File: config.mk
export PLATFORM = sky130hd
export DESIGN_NAME = button_debouncer
export DESIGN_NICKNAME = d
export VERILOG_FILES = /design/src/rtl/pong_pkg.sv /design/src/rtl/debounce_channel.sv /design/src/rtl/button_debouncer.sv
export SDC_FILE = /design/constraint.sdc
export NUM_CORES = 1
export LEC_CHECK = 0
export BUFFER_PORTS_ARGS = -buffer_cell sky130_fd_sc_hd__buf_2
export CAP_MARGIN = 20
export CORE_MARGIN = 1.5
export CORE_UTILIZATION = 62
export DETAILED_ROUTE_END_ITERATION = 7
export PLACE_DENSITY = 0.76
export SYNTH_ARGS = -nofsm -noshare
export SYNTH_HDL_FRONTEND = slang
export SYNTH_SLANG_ARGS = --single-unit
File: constraint.sdc
create_clock -name clk -period 4.4 [get_ports clk]
set_clock_uncertainty 0.05 [all_clocks]
set_input_delay 0.22 -clock clk [delete_from_list [all_inputs] [get_ports clk]]
set_output_delay 0.22 -clock clk [all_outputs]
set_load 0.01 [all_outputs]
File: src/rtl/pong_pkg.sv
// Shared PONG package: default button count, button index constants and
// default debounce / auto-repeat settings used by the input front end.
package pong_pkg;

    localparam int NUM_BUTTONS_DEF = 4;

    // Board button assignment
    localparam int BTN_P1_UP = 0;
    localparam int BTN_P1_DN = 1;
    localparam int BTN_P2_UP = 2;
    localparam int BTN_P2_DN = 3;

    localparam bit ACTIVE_LOW_DEF     = 1'b1;
    localparam int STABLE_SAMPLES_DEF = 16;
    localparam int REPEAT_DELAY_DEF   = 64;
    localparam int REPEAT_PERIOD_DEF  = 8;

    localparam int CNT_W  = 8;
    localparam int RCNT_W = 12;

    // Auto-repeat phase: waiting for the first repeat, or repeating
    typedef enum logic {
        PH_DELAY  = 1'b0,
        PH_REPEAT = 1'b1
    } rep_phase_e;

endpackage

File: src/rtl/debounce_channel.sv
// One button channel: 2-flop synchronizer, debounce counter, registered
// press/release pulses and auto-repeat generator.
//
// Ports:
//   clk, reset    : system clock, async active-high reset
//   tick          : one-clk sample enable shared by all channels
//   raw           : raw asynchronous button pin
//   level         : debounced state, 1 = pressed
//   press_pulse   : 1-clk pulse the cycle after level rises
//   release_pulse : 1-clk pulse the cycle after level falls
//   repeat_pulse  : 1-clk pulse with each press and each auto-repeat
module debounce_channel
    import pong_pkg::*;
#(
    parameter bit ACTIVE_LOW     = ACTIVE_LOW_DEF,
    parameter int STABLE_SAMPLES = STABLE_SAMPLES_DEF,
    parameter int REPEAT_DELAY   = REPEAT_DELAY_DEF,
    parameter int REPEAT_PERIOD  = REPEAT_PERIOD_DEF
) (
    input  logic clk,
    input  logic reset,
    input  logic tick,
    input  logic raw,
    output logic level,
    output logic press_pulse,
    output logic release_pulse,
    output logic repeat_pulse
);

    localparam logic [CNT_W-1:0]  CNT_MAX   = CNT_W'(STABLE_SAMPLES - 1);
    localparam logic [RCNT_W-1:0] RD_LIMIT  = RCNT_W'(REPEAT_DELAY);
    localparam logic [RCNT_W-1:0] RP_LIMIT  = RCNT_W'(REPEAT_PERIOD);

    logic              sync1, sync2;
    logic              level_d;
    logic [CNT_W-1:0]  cnt, cnt_n;
    logic [RCNT_W-1:0] rcnt, rcnt_n, rcnt_inc;
    rep_phase_e        phase, phase_n;
    logic              level_n;
    logic              rep_evt;

    always_comb begin
        cnt_n    = cnt;
        level_n  = level;
        rcnt_n   = rcnt;
        phase_n  = phase;
        rep_evt  = 1'b0;
        rcnt_inc = rcnt + RCNT_W'(1);

        if (tick) begin
            if (sync2 == level) begin
                cnt_n = '0;
            end else if (cnt == CNT_MAX) begin
                level_n = ~level;
                cnt_n   = '0;
            end else begin
                cnt_n = cnt + CNT_W'(1);
            end

            if (level) begin
                rcnt_n = rcnt_inc;
                if (phase == PH_DELAY && rcnt_inc == RD_LIMIT) begin
                    rep_evt = 1'b1;
                    rcnt_n  = '0;
                    phase_n = PH_REPEAT;
                end else if (phase == PH_REPEAT && rcnt_inc == RP_LIMIT) begin
                    rep_evt = 1'b1;
                    rcnt_n  = '0;
                end
            end
        end

        // Released, or releasing on this tick: repeat machine idles and a
        // coincident repeat boundary is dropped in favour of the release.
        if (!level || !level_n) begin
            rcnt_n  = '0;
            phase_n = PH_DELAY;
            rep_evt = 1'b0;
        end
    end

    always_ff @(posedge clk or posedge reset) begin
        if (reset) begin
            sync1         <= 1'b0;
            sync2         <= 1'b0;
            level         <= 1'b0;
            level_d       <= 1'b0;
            cnt           <= '0;
            rcnt          <= '0;
            phase         <= PH_DELAY;
            press_pulse   <= 1'b0;
            release_pulse <= 1'b0;
            repeat_pulse  <= 1'b0;
        end else begin
            sync1         <= raw ^ ACTIVE_LOW;
            sync2         <= sync1;
            level         <= level_n;
            level_d       <= level;
            cnt           <= cnt_n;
            rcnt          <= rcnt_n;
            phase         <= phase_n;
            press_pulse   <= level & ~level_d;
            release_pulse <= ~level & level_d;
            repeat_pulse  <= (level & ~level_d) | rep_evt;
        end
    end

endmodule

File: src/rtl/button_debouncer.sv
// Debounces NUM_BUTTONS board push-buttons using the slow clk_button strobe
// as a sample enable. clk_button is sampled as data; each rising edge gives
// a single one-clk tick shared by all channels.
//
// Ports:
//   clk         : 100 MHz system clock
//   reset       : asynchronous active-high reset
//   clk_button  : divided strobe, one sample tick per rising edge
//   btn_raw     : raw asynchronous button pins
//   btn_level   : debounced state, 1 = pressed
//   btn_press   : 1-clk pulse on each 0->1 of btn_level
//   btn_release : 1-clk pulse on each 1->0 of btn_level
//   btn_repeat  : 1-clk pulse on press and on each auto-repeat while held
module button_debouncer
    import pong_pkg::*;
#(
    parameter int NUM_BUTTONS    = NUM_BUTTONS_DEF,
    parameter bit ACTIVE_LOW     = ACTIVE_LOW_DEF,
    parameter int STABLE_SAMPLES = STABLE_SAMPLES_DEF,
    parameter int REPEAT_DELAY   = REPEAT_DELAY_DEF,
    parameter int REPEAT_PERIOD  = REPEAT_PERIOD_DEF
) (
    input  logic                   clk,
    input  logic                   reset,
    input  logic                   clk_button,
    input  logic [NUM_BUTTONS-1:0] btn_raw,
    output logic [NUM_BUTTONS-1:0] btn_level,
    output logic [NUM_BUTTONS-1:0] btn_press,
    output logic [NUM_BUTTONS-1:0] btn_release,
    output logic [NUM_BUTTONS-1:0] btn_repeat
);

    logic prev;
    logic tick;

    always_ff @(posedge clk or posedge reset) begin
        if (reset) begin
            prev <= 1'b0;
        end else begin
            prev <= clk_button;
        end
    end

    assign tick = clk_button & ~prev;

    for (genvar i = 0; i < NUM_BUTTONS; i++) begin : g_chan
        debounce_channel #(
            .ACTIVE_LOW     (ACTIVE_LOW),
            .STABLE_SAMPLES (STABLE_SAMPLES),
            .REPEAT_DELAY   (REPEAT_DELAY),
            .REPEAT_PERIOD  (REPEAT_PERIOD)
        ) u_chan (
            .clk           (clk),
            .reset         (reset),
            .tick          (tick),
            .raw           (btn_raw[i]),
            .level         (btn_level[i]),
            .press_pulse   (btn_press[i]),
            .release_pulse (btn_release[i]),
            .repeat_pulse  (btn_repeat[i])
        );
    end

endmodule
==> Word level (Yosys, flattened, before mapping) <==
Cells that the tools add are included.
W data, S select, Z words.
{ "totals": {"reg_bits": 113, "output_inout_bits": 16} }
{ "classes": {"addsub": 8, "reduce_logical": 40, "muxes": 76, "n_eq_ne": 16, "bitwise": 30} }
{ "ops": {"columns": ["operator", "count"], "rows": [
  ["$mux W12", 20],
  ["$mux W8", 8],
  ["$add A12 B1 Y12 const B", 4],
  ["$eq A12 B4 Y1 const B", 4],
  ["$eq A12 B7 Y1 const B", 4],
  ["$mux W1", 48],
  ["$add A8 B1 Y8 const B", 4],
  ["$eq A8 B4 Y1 const B", 4],
  ["$reduce_bool A2 Y1", 12],
  ["$not A1 Y1", 17],
  ["$reduce_and A3 Y1", 4],
  ["$and A1 B1 Y1", 9],
  ["$logic_and A1 B1 Y1", 8],
  ["$logic_not A1 Y1", 8],
  ["$reduce_and A2 Y1", 4],
  ["$eq A1 B1 Y1", 4],
  ["$logic_or A1 B1 Y1", 4],
  ["$or A1 B1 Y1", 4]
]} }

==> Depth between registers and ports, before layout <==
Gate-level depths: netlist of the first run.
{ "logic_depth": {"depth_word": 9, "mapped_depth": 8, "ltp_nobuf": 7} }

==> By module <==
A second synthesis of the first run with hierarchy kept.
{ "hier_totals": {"cells_unflattened": 615, "hier_area_um2": 5883.1} }
{ "by_module_without_submodules": {"columns": ["mod", "seq_area_each_um2", "cells_each", "area_each_um2", "n_inst"], "rows": [
  ["debounce_channel", 700.7, 153, 1460.2, 4],
  ["button_debouncer", 25.0, 3, 42.5, 1]
]} }

==> Worst setup path after synthesis of the first run <==
OpenSTA, ideal clock, no wires.
{ "synth_path": {"path_type": "reg2reg", "startpoint": "register g_chan[3].u_chan.rcnt[0]", "endpoint": "register g_chan[3].u_chan.phase", "path_stages_with_launch": 7, "required_ns": 4.272, "path_slack_ns": 2.286, "arrival_time_ns": 1.987, "setup_ns": 0.078, "cell_sequence": "dfrtp_1 > ha_1 > nand2_1 > or3_1 > a211o_1 > or4_1 > a21oi_1"} }
{ "synth_via": {"elab_chain_len": 5} }
{ "synth_rtl": {"columns": ["element", "line", "source"], "rows": [
  ["start, declared", "debounce_channel.sv:37", "logic [RCNT_W-1:0] rcnt, rcnt_n, rcnt_inc;"],
  ["start signal, assigned", "debounce_channel.sv:100", "rcnt <= rcnt_n;"],
  ["$add A12 B1 Y12", "debounce_channel.sv:48", "rcnt_inc = rcnt + RCNT_W'(1);"],
  ["$eq A12 B7 Y1", "debounce_channel.sv:62", "if (phase == PH_DELAY && rcnt_inc == RD_LIMIT) begin"],
  ["$logic_and A1 B1 Y1", "debounce_channel.sv:62", null],
  ["$reduce_bool A2 Y1 (no source line)", null, null],
  ["$reduce_and A3 Y1 (no source line)", null, null],
  ["end signal, assigned", "debounce_channel.sv:101", "phase <= phase_n;"],
  ["end, declared", "debounce_channel.sv:38", "rep_phase_e phase, phase_n;"]
]} }
No other way between the ends.
A chain may end at the register's enable or synchronous reset.

==> Worst setup path after layout of the first run <==
{ "layout_path": {"startpoint": "register prev", "endpoint": "register g_chan[1].u_chan.repeat_pulse"} }
{ "layout_via": {"elab_chain_len": 7} }
{ "layout_rtl": {"columns": ["element", "line", "source"], "rows": [
  ["start, declared", "button_debouncer.sv:33", "logic prev;"],
  ["start signal, assigned", "button_debouncer.sv:40", "prev <= clk_button;"],
  ["$not A1 Y1 *", "button_debouncer.sv:44", "assign tick = clk_button & ~prev;"],
  ["$and A1 B1 Y1 *", "button_debouncer.sv:44", null],
  ["$mux W1", "debounce_channel.sv:50", "if (tick) begin"],
  ["$logic_not A1 Y1", "debounce_channel.sv:75", "if (!level || !level_n) begin"],
  ["$logic_or A1 B1 Y1", "debounce_channel.sv:75", null],
  ["$mux W1 *", "debounce_channel.sv:75", null],
  ["$or A1 B1 Y1 *", "debounce_channel.sv:104", "repeat_pulse <= (level & ~level_d) | rep_evt;"],
  ["end signal, assigned", "debounce_channel.sv:104", null],
  ["end, declared", "debounce_channel.sv:27", "output logic repeat_pulse"]
]} }
Every way passes the cells marked *; elsewhere a longest branch is shown, timed or not.

==> flow_summary_export.csv, run 1 <==
group,metric,value,unit
global_route,globalRouteOverflowTotal,0,
pwr,power_density,367,nW/um^2
pwr,cell_internal_pwr,1.97,mW
pwr,netSwitchingPower,0.551,mW
worst_setup_path,critical_path.cell_chain,"nor2b_2 > buf_4 > nand4_1 > o31ai_2 > nor2_1 > a31o_2",
worst_setup_path,slowest_delay,0.80,ns
finish,antenna-diode-count,0,
clock_network,cts.root.buffer_cell,"sky130_fd_sc_hd__clkbuf_8",
drt,routed_wl,12000,um
worst_setup_path,worstRegToRegCells,6,
drt,routed_wirelength_normalized_by_instance_count,14.8,um
sta,finalMaxSlewViolations,0,
floorplan,core-area,9680,um^2
pwr,irDropWorstVdd,0.000304,V
floorplan,die_height,102,um
pwr,share_of_power_burned_in_combinational_logic,3.6,%
sta,transition_at_the_pin_with_the_smallest_max_transition_slack,0.920,ns
worst_setup_path,worstSetupStartpointType,"flop",
worst_setup_path,critPathMaxFanout,31,
finish,seq_area,2830,um^2
sta,final_min_period_over_clock_period,59.2,%
sta,final-setup-viol-count,0,
placed_design,gp_routability_congestion,0.872,
sta,max_clock_freq,384,MHz
floorplan,initial_core_util,63.3,%
floorplan,die_x,102,um
worst_setup_path,rr_startpoint,"prev",
clock_network,cts_buffers,17,
finish,layout.nets,684,
finish,area_growth,11.9,%
drt,vias,4813,
finish,post_route_cells_drive_above_1_share,11.7,%
logic_synthesis,yosys.cell_types.count,68,
sta,grt_setup_unrepaired,"false",
finish,final_design_area_no_fill,6860,um^2
logic_synthesis,yosysSeqAreaShare,46.2,%
global_route,first_global_vias,4585,
floorplan,floorplan.io_pins,23,
sta,final.setup.tns,0,ns
sta,timing.slew.headroom,38.3,%
clock_network,cts_num_sinks,113,
drt,postRouteAntennaNets,0,
finish,multiInputGateArea,3000,um^2
drt,vias_per_cell,5.91,
global_route,grt_use_total,25.3,%
clock_network,clock_tree.buffer_depth,2,
logic_synthesis,synth_seq_cells,113,
worst_setup_path,r2r-end,"g_chan[1].u_chan.repeat_pulse",
job,max-cap-violations,0,
logic_synthesis,combinational_family_with_the_most_area_after_synthesis,"simple AND/OR/NAND/NOR gates",
worst_setup_path,cpMaxStageDelayCell,"sky130_fd_sc_hd__o31ai_2",
logic_synthesis,yosys_most_used_dff,"sky130_fd_sc_hd__dfrtp_1",
worst_setup_path,required,4.75,ns
logic_synthesis,yosys_warnings,0,
worst_setup_path,setup_crit_start,"prev",
worst_setup_path,end_kind,"flop",
drt,route.detailed.drc,0,
clock_network,cts_resized,0,
global_route,largest_net_degree_at_the_start_of_global_routing,80,
worst_setup_path,critical_path_arrival,2.96,ns
floorplan,rows,36,
logic_synthesis,synth_xor_xnor_area_share,6.15,%
logic_synthesis,count_of_flip_flops_with_a_built_in_enable_after_synthesis,0,
global_route,antenna_found_initial,0,
logic_synthesis,ys_async_sr_fraction,100,%
worst_setup_path,regToRegSetupSlack,1.79,ns
floorplan,fp.dieArea,10500,um^2
sta,layout_min_cycle_time,2.61,ns
worst_setup_path,timing_worst_setup_path_type,"flop to flop",
logic_synthesis,post_synth_instance_area,6130,um^2
clock_network,cts_tree,"done",
worst_setup_path,crit_path_end,"g_chan[1].u_chan.repeat_pulse",
logic_synthesis,yosys-mux-area-fraction,1.25,%
worst_hold_path,hold_class,"primary input to async pin",
logic_synthesis,synth_adder_area_share,1.63,%
pwr,p_seq_share,43.3,%
status,outcome,"complete, no violations",
placed_design,port-buffer-count,22,
logic_synthesis,synthesis.area_per_instance,9.27,um^2
finish,fill_cells,697,
clock_network,htree_num_levels,4,
logic_synthesis,synthesis.instances,661,
pwr,pwr-share-clk,53.2,%
clock_network,clock_pin_slew_on_the_worst_setup_and_hold_paths,0.05,ns
drt,drt_first_iter_violations,181,
global_route,wire_length_of_the_first_global_routing_pass,20600,um
placed_design,dp_hpwl,7820,um
logic_synthesis,yosys.area_share.simple,23.9,%
logic_synthesis,synth-compound-area-share,16.0,%
clock_network,clock_latency,0.52,ns
pwr,cellLeakagePower,3.00,nW
sta,report.final.hold_viol_count,0,
pwr,sw_ratio,21.9,%
logic_synthesis,synth_fp_nets,676,
placed_design,postPlaceCellArea,6190,um^2
drt,iteration_count_of_the_initial_detailed_routing_pass,5,
-- registers in the layout, summed over array words and instances, names as in the netlist --
register and count:
g_chan.u_chan.sync1 4, g_chan.u_chan.rcnt 48, g_chan.u_chan.level_d 4, prev 1
g_chan.u_chan.repeat_pulse 4, g_chan.u_chan.cnt 32, g_chan.u_chan.phase 4, g_chan.u_chan.press_pulse 4
g_chan.u_chan.level 4, g_chan.u_chan.sync2 4, g_chan.u_chan.release_pulse 4
-- how the worst min path moves through the flow --
| stage | cells past startpoint | from | end |
|---|---|---|---|
| 4_1_cts | 3 | btn_raw[2] | g_chan[2].u_chan.sync1 |
| 3_3_place_gp | 0 | g_chan[0].u_chan.sync1 | g_chan[0].u_chan.sync2 |
| 6_report | 3 | reset | g_chan[3].u_chan.rcnt[4] |
| 5_1_grt | 3 | reset | g_chan[3].u_chan.rcnt[9] |
| 3_5_place_dp | 0 | g_chan[2].u_chan.sync1 | g_chan[2].u_chan.sync2 |
| 2_1_floorplan | 0 | clk_button | prev |
-- synthesized netlist by cell type (all sizes together) (2+ instances only) --
master / number / area [um^2]
and4: 2 / 17.5
o32ai: 2 / 17.5
nor2b: 10 / 62.6
nand3b: 4 / 30.0
a31o: 2 / 17.5
mux2i: 2 / 20.0
nor2: 60 / 228
nand2b: 6 / 37.5
o211ai: 3 / 36.3
dfrtp: 113 / 2830
buf: 29 / 186
clkbuf: 14 / 52.6
nor3: 15 / 75.1
nand3: 36 / 203
ha: 8 / 100
and2: 12 / 75.1
a31oi: 4 / 25.0
nor4: 9 / 71.3
o41ai: 5 / 51.3
xor2: 21 / 184
nor3b: 3 / 22.5
or3: 8 / 55.1
a211o: 5 / 43.8
or4: 6 / 45.0
or2: 2 / 12.5
mux2: 5 / 56.3
inv: 17 / 63.8
nand2: 82 / 310
a21o: 7 / 52.6
o311ai: 2 / 25.0
nand4: 23 / 150
o21ai: 64 / 320
o21bai: 2 / 15.0
a211oi: 6 / 50.1
o31ai: 8 / 65.1
xnor2: 22 / 193
a41oi: 4 / 35.0
a21oi: 10 / 50.1
a22o: 7 / 61.3
and3: 9 / 56.3
-- worst max-delay path, delay by kind of cell (launching register included) --
kind | cells | cell delay, ns
AOI/OAI and AO/OA | 2 | 1.12
and+or+nand+nor | 3 | 0.60
DFF | 1 | 0.39
buffers and inverters | 1 | 0.32
-- area by class of cell --
class / instances / share of cell area [%]
Timing Repair Buffer: 32 / 3.21
Tap cell: 133 / 2.43
Clock buffer: 20 / 6.35
Clock inverter: 12 / 2.04
Sequential cell: 113 / 41.2
Multi-Input combinational cell: 488 / 43.7
Inverter: 17 / 0.967
-- per-stage QoR --
stage / hold WS (ns) / setup WS (ns) / power (mW) / instances / util (%)
2_1_floorplan: 0.201 / 1.14 / 1.17 / 661 / -
3_3_place_gp: 0.285 / 1.97 / 1.19 / 776 / 63.9
3_5_place_dp: 0.286 / 1.84 / 1.19 / 776 / 63.9
4_1_cts: 0.294 / 1.82 / 2.54 / 814 / 70.5
5_1_grt: 0.100 / 1.62 / 2.61 / 815 / 70.8
6_report: 0.106 / 1.79 / 2.52 / 815 / 70.8
-- power by group through the flow --
stage	logic, mW	registers, mW	clock network [mW]
floorplan	0.0647	1.10	0
global placement	0.0799	1.11	0
detailed placement	0.0851	1.11	0
CTS	0.0889	1.09	1.36
global route	0.105	1.09	1.41
finish	0.0895	1.09	1.34
-- cells in the final DEF, fill, tap and decap left out, types with 8 or more instances in the layout --
| cell type | count |
|---|---|
| sky130_fd_sc_hd__xor2_1 | 21 |
| sky130_fd_sc_hd__and3_1 | 9 |
| sky130_fd_sc_hd__nor2b_1 | 9 |
| sky130_fd_sc_hd__o21ai_0 | 59 |
| sky130_fd_sc_hd__and2_1 | 12 |
| sky130_fd_sc_hd__nand4_1 | 22 |
| sky130_fd_sc_hd__inv_1 | 16 |
| sky130_fd_sc_hd__nor2_1 | 59 |
| sky130_fd_sc_hd__nor4_1 | 8 |
| sky130_fd_sc_hd__buf_2 | 22 |
| sky130_fd_sc_hd__xnor2_1 | 22 |
| sky130_fd_sc_hd__nand2_1 | 81 |
| sky130_fd_sc_hd__clkbuf_16 | 16 |
| sky130_fd_sc_hd__nor3_1 | 15 |
| sky130_fd_sc_hd__ha_1 | 8 |
| sky130_fd_sc_hd__a21oi_1 | 10 |
| sky130_fd_sc_hd__nand3_1 | 33 |
| sky130_fd_sc_hd__dfrtp_1 | 113 |
-- cells by family (layout without fill, tap and decap cells) --
logic type      after synthesis  after routing
xor+xnor                     43             43
mux                           7              7
compound gates              142            142
flops                       113            113
simple gates                288            288
fa+ha+maj                     8              8
buf+inv                      60             81
-- repair_timing --
| action | CTS | global route |
|---|---|---|
| endpoints found under the hold margin | 83 | 0 |
| buffers inserted | 0 | 0 |
| hold buffers | 6 | 0 |
-- routing by layer --
layer  vias to the layer above  track usage [%]  wire length (um)
met3                        14             6.91               424
met2                        99             40.3              5860
met1                      2333             32.4              5580
met5                         -                0                 0
li1                       2367                -                 -
met4                         0             11.8               180
(Power assumes the default switching activity.)
==> run 2: changes to the inputs <==
--- a/config.mk
+++ b/config.mk
@@ -5,12 +5,13 @@
 export SDC_FILE = /design/constraint.sdc
 export NUM_CORES = 1
 export LEC_CHECK = 0
+export ABC_AREA = 1
 export BUFFER_PORTS_ARGS = -buffer_cell sky130_fd_sc_hd__buf_2
 export CAP_MARGIN = 20
 export CORE_MARGIN = 1.5
-export CORE_UTILIZATION = 62
+export CORE_UTILIZATION = 56
 export DETAILED_ROUTE_END_ITERATION = 7
-export PLACE_DENSITY = 0.76
+export PLACE_DENSITY = 0.72
 export SYNTH_ARGS = -nofsm -noshare
 export SYNTH_HDL_FRONTEND = slang
 export SYNTH_SLANG_ARGS = --single-unit
==> constraint.sdc (replaced) <==
create_clock -name clk -period 2.15 [get_ports clk]
set_clock_uncertainty 0.05 [all_clocks]
set_input_delay 0.1075 -clock clk [delete_from_list [all_inputs] [get_ports clk]]
set_output_delay 0.1075 -clock clk [all_outputs]
set_load 0.01 [all_outputs]
==> run 2 against run 1 <==
Count of clock-buffer cells in the layout grew 5. Synthesized cell count grew 17%. Cell count up 17%. Synthesized area up 0.33%. Clock power grew 89%. Critical path type unchanged. Critical endpoint is now g_chan[1].u_chan.rcnt[1]. Largest cell class is now flip-flops and latches.
==> flow_summary_export.csv, run 2 <==
group,metric,value,unit
global_route,largest_net_degree_at_the_start_of_global_routing,114,
clock_network,cts_buffers,17,
pwr,pwr-share-clk,46.0,%
worst_setup_path,cp_common_cell,"sky130_fd_sc_hd__nand2_1",
worst_setup_path,cpMaxStageDelayCell,"sky130_fd_sc_hd__dfrtp_1",
pwr,netSwitchingPower,1.37,mW
clock_network,cts.root.buffer_cell,"sky130_fd_sc_hd__clkbuf_8",
floorplan,core-area,10800,um^2
logic_synthesis,synthesis.instances,772,
finish,post_route_cells_drive_above_1_share,12.9,%
drt,drt_first_iter_violations,343,
sta,grt_setup_unrepaired,"false",
global_route,globalRouteOverflowTotal,0,
floorplan,initial_core_util,57.0,%
finish,antenna-diode-count,0,
logic_synthesis,synth_most_common_cell,"sky130_fd_sc_hd__nand2_1",
drt,route.detailed.drc,0,
finish,layout.cells.most_common,"sky130_fd_sc_hd__nand2_1",
clock_network,clock_tree.buffer_depth,2,
worst_setup_path,required,2.50,ns
sta,timing.slew.headroom,55.1,%
drt,vias_per_cell,5.14,
logic_synthesis,synth_fp_nets,787,
sta,final_min_period_over_clock_period,91.2,%
placed_design,dp_hpwl,8070,um
placed_design,gp_routability_congestion,0.881,
floorplan,floorplan.io_pins,23,
pwr,p_seq_share,44.0,%
finish,largest_register_ff_count,48,
logic_synthesis,ys_async_sr_fraction,100,%
logic_synthesis,synthesis.area_per_instance,7.96,um^2
logic_synthesis,synth_commonest_cells,"175 x sky130_fd_sc_hd__nand2_1, 113 x sky130_fd_sc_hd__dfrtp_1, 113 x sky130_fd_sc_hd__inv_1, 86 x sky130_fd_sc_hd__nor2_1, 50 x sky130_fd_sc_hd__nand3_1",
clock_network,number_of_setup_buffers_added_after_cts,0,
worst_setup_path,end_kind,"flop",
sta,final.setup.tns,0,ns
finish,final_design_area_no_fill,6930,um^2
logic_synthesis,synth.area.top_cells,"sky130_fd_sc_hd__dfrtp_1 46%, sky130_fd_sc_hd__nand2_1 11%, sky130_fd_sc_hd__inv_1 6.9%, sky130_fd_sc_hd__nor2_1 5.3%, sky130_fd_sc_hd__nand3_1 4.1%",
sta,finalMaxSlewViolations,0,
logic_synthesis,synth_top_cell_by_area,"sky130_fd_sc_hd__dfrtp_1",
floorplan,fp.dieArea,11600,um^2
drt,vias,4889,
worst_setup_path,critical_path_arrival,2.31,ns
clock_network,cts_tree,"done",
sta,final-setup-viol-count,0,
finish,fill_cells,894,
worst_setup_path,critical_path.n_buffers_inverters,2,
pwr,share_of_power_burned_in_combinational_logic,10.0,%
sta,report.final.hold_viol_count,0,
worst_setup_path,timing_worst_setup_path_type,"flop to flop",
status,outcome,"complete, no violations",
pwr,power_density,792,nW/um^2
clock_network,clock_latency,0.52,ns
sta,max_clock_freq,510,MHz
worst_setup_path,critical_path.cell_chain,"ha_1 > nand2_1 > inv_1 > nand2_1 > xor2_1 > nand2_1 > nand2_1 > nand2_1 > inv_1 > nand2_1 > nand3_1 > nand2_1",
clock_network,cts_num_sinks,113,
global_route,wire_length_of_the_first_global_routing_pass,20400,um
logic_synthesis,yosys.cell_types.count,40,
global_route,antenna_found_initial,0,
finish,layout.nets,814,
logic_synthesis,count_of_flip_flops_with_a_built_in_enable_after_synthesis,0,
worst_setup_path,slowest_delay,0.42,ns
worst_hold_path,hold_class,"primary input to flop",
pwr,irDropWorstVdd,0.000641,V
clock_network,clock_pin_slew_on_the_worst_setup_and_hold_paths,0.05,ns
placed_design,port-buffer-count,22,
clock_network,htree_num_levels,4,
floorplan,rows,38,
pwr,cellLeakagePower,3.33,nW
logic_synthesis,synth_seq_cells,113,
logic_synthesis,post_synth_instance_area,6150,um^2
logic_synthesis,yosys_warnings,0,
worst_setup_path,critPathMaxFanout,5,
floorplan,die_x,108,um
finish,largest_register_by_flop_count,"g_chan.u_chan.rcnt",
worst_setup_path,critPathTopFamily,"simple AND/OR/NAND/NOR gates",
finish,layout_common_cells,"174 x sky130_fd_sc_hd__nand2_1, 113 x sky130_fd_sc_hd__dfrtp_1, 112 x sky130_fd_sc_hd__inv_1, 84 x sky130_fd_sc_hd__nor2_1, 50 x sky130_fd_sc_hd__nand3_1",
sta,transition_at_the_pin_with_the_smallest_max_transition_slack,0.673,ns
drt,iteration_count_of_the_initial_detailed_routing_pass,5,
pwr,sw_ratio,25.0,%
global_route,first_global_vias,4624,
worst_setup_path,worstSetupStartpointType,"flop",
placed_design,postPlaceCellArea,6320,um^2
drt,postRouteAntennaNets,0,
finish,area_growth,12.7,%
sta,layout_min_cycle_time,1.96,ns
logic_synthesis,yosys_most_used_dff,"sky130_fd_sc_hd__dfrtp_1",
job,max-cap-violations,0,
logic_synthesis,netlist.area_leader.share,46.0,%
logic_synthesis,yosysSeqAreaShare,46.0,%
pwr,cell_internal_pwr,4.12,mW
drt,routed_wirelength_normalized_by_instance_count,12.0,um
global_route,grt_use_total,22.3,%
drt,routed_wl,11400,um
floorplan,die_height,108,um
finish,top_registers,"g_chan.u_chan.rcnt: 48 flops, g_chan.u_chan.cnt: 32 flops",
run 2: cell types whose count changed after synthesis, sizes merged, moves of 13 or more:
| cell | delta |
|---|---|
| nand2 | +107 |
| inv | +98 |
| nor2 | +38 |
| o21ai | -27 |
| nand3 | +21 |
| nand4 | -17 |
| o22ai | +15 |
| xnor2 | -13 |
run 2: logic make-up after synthesis:
| group | after synthesis | synth area share [%] |
|---|---|---|
| buffers and inverters | 141 | 9.83 |
| AOI/OAI and AO/OA | 87 | 8.02 |
| adders and majority gates | 8 | 1.63 |
| xor gates and xnor gates | 38 | 5.66 |
| and+or+nand+nor | 385 | 28.9 |
| DFF | 113 | 46.0 |
run 2: repair_timing:
item,CTS,global route
hold buffers,6,0
hold endpoints to repair,118,0
gates resized for setup,0,4
endpoints found under the setup margin,0,10
run 2: final timing paths:
check,start,endpoint,slack [ns],cells after the start
worst max-delay path,g_chan[1].u_chan.rcnt[0],g_chan[1].u_chan.rcnt[1],0.19,12
worst min-delay path,clk_button,prev,0.19,2
worst max register to register,g_chan[1].u_chan.rcnt[0],g_chan[1].u_chan.rcnt[1],0.19,12
worst min register to register,g_chan[1].u_chan.sync1,g_chan[1].u_chan.sync2,0.30,0
max in group asynchronous,reset,g_chan[3].u_chan.cnt[3],1.35,4
min in group asynchronous,reset,g_chan[1].u_chan.release_pulse,0.26,4
run 2: layout make-up:
class                   instances  area, um^2  share of cell area [%]
clock buffers                  25         484                    6.99
clock inverters                 6        55.1                   0.795
inverters                     116         439                    6.34
multi-input cells             518        2730                    39.4
flip-flops and latches        113        2830                    40.8
well taps                     140         175                    2.53
repair buffers                 33         220                    3.18
run 2: per-stage QoR:
step	power, mW	setup slack [ns]	hold slack, ns	util [%]	cells
3_5_place_dp	2.98	0.102	0.182	58.5	914
6_report	5.49	0.190	0.193	64.2	951
4_1_cts	5.54	0.0465	0.167	64.1	951
5_1_grt	5.76	0.0126	0.175	64.2	951
2_1_floorplan	2.86	0.474	0.0889	-	772
3_3_place_gp	2.95	0.160	0.184	58.5	914
run 2: power by group through the flow:
stage               logic [mW]  registers, mW  clock network, mW
floorplan                0.442           2.42                  0
global placement         0.519           2.43                  0
detailed placement       0.542           2.44                  0
CTS                      0.552           2.41               2.58
global route             0.647           2.43               2.68
finish                   0.549           2.41               2.53
run 2: routing by layer:
metal	vias to the layer above	share of wire, %	track usage [%]
li1	2489	-	-
met5	-	0	0
met4	0	1.7	10.4
met1	2284	48	28.9
met3	15	3.8	5.57
met2	101	47	35.1
==> run 3: changes to the inputs <==
--- a/config.mk
+++ b/config.mk
@@ -5,13 +5,12 @@
 export SDC_FILE = /design/constraint.sdc
 export NUM_CORES = 1
 export LEC_CHECK = 0
-export ABC_AREA = 1
 export BUFFER_PORTS_ARGS = -buffer_cell sky130_fd_sc_hd__buf_2
 export CAP_MARGIN = 20
 export CORE_MARGIN = 1.5
-export CORE_UTILIZATION = 56
+export CORE_UTILIZATION = 40
 export DETAILED_ROUTE_END_ITERATION = 7
-export PLACE_DENSITY = 0.72
+export PLACE_DENSITY = 0.54
 export SYNTH_ARGS = -nofsm -noshare
 export SYNTH_HDL_FRONTEND = slang
 export SYNTH_SLANG_ARGS = --single-unit
==> run 3 against run 2 <==
Setup slack got worse by 0.13 ns. Register-to-register slack worse by 0.13 ns. Global-route usage shrank 4.6 points. Count of clock-buffer cells in the layout up 3. Wire length up 15%. Critical path depth down 4. First-iteration DRC count shrank 28%. Fmax is 6.1% lower. Sequential power decreased by 7%. Via count increased by 2.7%. Combinational power shrank 64%. Die area is 38% higher.
==> flow_summary_export.csv, run 3 (synthesized netlist as in run 1, its figures left out) <==
group,metric,value,unit
drt,postRouteAntennaNets,0,
finish,post_route_cells_drive_above_1_share,22.1,%
worst_setup_path,end_kind,"flop",
sta,max_clock_freq,479,MHz
placed_design,dpl.cell_count,878,
global_route,globalRouteOverflowTotal,0,
clock_network,cts_tree,"done",
drt,vias_per_cell,5.42,
finish,layout.cells.most_common,"sky130_fd_sc_hd__dfrtp_1",
worst_setup_path,critPathMaxFanout,4,
worst_setup_path,regToRegSetupSlack,0.06,ns
placed_design,port-buffer-count,22,
pwr,irDropWorstVdd,0.000545,V
clock_network,cts_buffers,17,
global_route,wire_length_of_the_first_global_routing_pass,23100,um
pwr,cellLeakagePower,3.32,nW
sta,final_min_period_over_clock_period,97.1,%
clock_network,clock_pin_slew_on_the_worst_setup_and_hold_paths,0.05,ns
drt,vias,5023,
job,max-cap-violations,0,
clock_network,clock_tree.buffer_depth,2,
finish,largest_register_by_flop_count,"g_chan.u_chan.rcnt",
global_route,antenna_found_initial,0,
sta,timing.slew.headroom,63.1,%
global_route,largest_net_degree_at_the_start_of_global_routing,43,
sta,grt_setup_unrepaired,"true",
finish,layout.nets,741,
sta,layout_min_cycle_time,2.09,ns
pwr,design_power_total,5.13,mW
drt,routed_wirelength_normalized_by_instance_count,14.2,um
placed_design,dp_hpwl,8990,um
floorplan,core-area,15100,um^2
floorplan,rows,45,
pwr,power_density,681,nW/um^2
sta,transition_at_the_pin_with_the_smallest_max_transition_slack,0.552,ns
finish,area_growth,23.0,%
drt,route.detailed.drc,0,
worst_setup_path,required,2.39,ns
finish,stdcell_count,927,
clock_network,cts_num_sinks,113,
clock_network,htree_num_levels,4,
sta,report.final.hold_viol_count,0,
worst_setup_path,timing_worst_setup_path_type,"flop to flop",
status,outcome,"complete, no violations",
worst_setup_path,critical_path_arrival,2.33,ns
worst_setup_path,worstSetupStartpointType,"flop",
clock_network,clock_latency,0.41,ns
floorplan,die_x,127,um
drt,routed_wl,13100,um
global_route,first_global_vias,4960,
worst_hold_path,hold_class,"primary input to async pin",
finish,layout_common_cells,"103 x sky130_fd_sc_hd__dfrtp_1, 79 x sky130_fd_sc_hd__nand2_1, 58 x sky130_fd_sc_hd__nor2_1, 58 x sky130_fd_sc_hd__buf_4, 56 x sky130_fd_sc_hd__o21ai_0",
drt,iteration_count_of_the_initial_detailed_routing_pass,4,
floorplan,floorplan.io_pins,23,
clock_network,cts.root.buffer_cell,"sky130_fd_sc_hd__clkbuf_16",
floorplan,die_height,127,um
placed_design,gp_routability_congestion,0.853,
global_route,grt_use_total,17.7,%
drt,drt_first_iter_violations,246,
floorplan,initial_core_util,40.6,%
finish,largest_register_ff_count,48,
sta,final-setup-viol-count,0,
finish,antenna-diode-count,0,
sta,finalMaxSlewViolations,0,
finish,top_registers,"g_chan.u_chan.rcnt: 48 flops, g_chan.u_chan.cnt: 32 flops",
floorplan,fp.dieArea,16100,um^2
-- run 3: final cells by class --
class                           instances  area [um^2]
Multi-Input combinational cell        488         3150
Tap cell                              188          235
Inverter                               17         67.6
Fill cell                            1361         7550
Clock inverter                          4         45.0
Clock buffer                           28          537
Timing Repair Buffer                   89          666
Sequential cell                       113         2840
-- run 3: metrics by stage --
stage	setup slack (ns)	hold WS (ns)	utilization (%)	cell area, um^2	setup TNS, ns
after floorplan	0.0358	0.0889	-	6130	0
after global placement	-0.139	0.132	44.0	6640	-0.925
after detailed placement	-0.189	0.146	44.0	6640	-1.64
after CTS	0.00152	0.247	48.7	7340	0
after global routing	-0.0556	0.277	49.9	7540	-0.109
final	0.0632	0.246	49.9	7540	0
-- run 3: routing by layer --
layer,vias up,global-route usage (%),part of all wire [%]
met5,-,0,0
met4,0,6.35,1.4
met3,15,4.77,3.2
met2,72,28.5,47
met1,2442,22.9,49
li1,2494,-,-
-- run 3: timing repair --
action,CTS,global route
hold endpoints to repair,24,0
gates resized for setup,6,34
hold buffers,6,0
pin swaps,3,11
setup buffers,5,6
endpoints found under the setup margin,15,27
-- run 3: power breakdown --
| group | internal (mW) | switching, mW |
|---|---|---|
| logic | 0.0771 | 0.118 |
| clock network | 1.80 | 0.911 |
| registers | 2.18 | 0.0527 |
-- run 3: critical path: stages, from the launching register on --
cell	delay [ns]
sky130_fd_sc_hd__dfrtp_1	0.36
sky130_fd_sc_hd__ha_1	0.19
sky130_fd_sc_hd__nand4_1	0.20
sky130_fd_sc_hd__or3_4	0.40
sky130_fd_sc_hd__a211oi_2	0.23
sky130_fd_sc_hd__buf_4	0.15
sky130_fd_sc_hd__a41oi_1	0.06
sky130_fd_sc_hd__o21bai_1	0.21
sky130_fd_sc_hd__o21ai_0	0.10
-- run 3: worst paths after layout --
path	cells past startpoint	start	to
worst max-delay path	8	g_chan[0].u_chan.rcnt[1]	g_chan[0].u_chan.rcnt[0]
worst min-delay path	3	reset	g_chan[2].u_chan.rcnt[6]
worst max register to register	8	g_chan[0].u_chan.rcnt[1]	g_chan[0].u_chan.rcnt[0]
worst min register to register	0	g_chan[3].u_chan.sync1	g_chan[3].u_chan.sync2
max in group asynchronous	4	reset	g_chan[3].u_chan.sync1
min in group clk	0	g_chan[3].u_chan.sync1	g_chan[3].u_chan.sync2
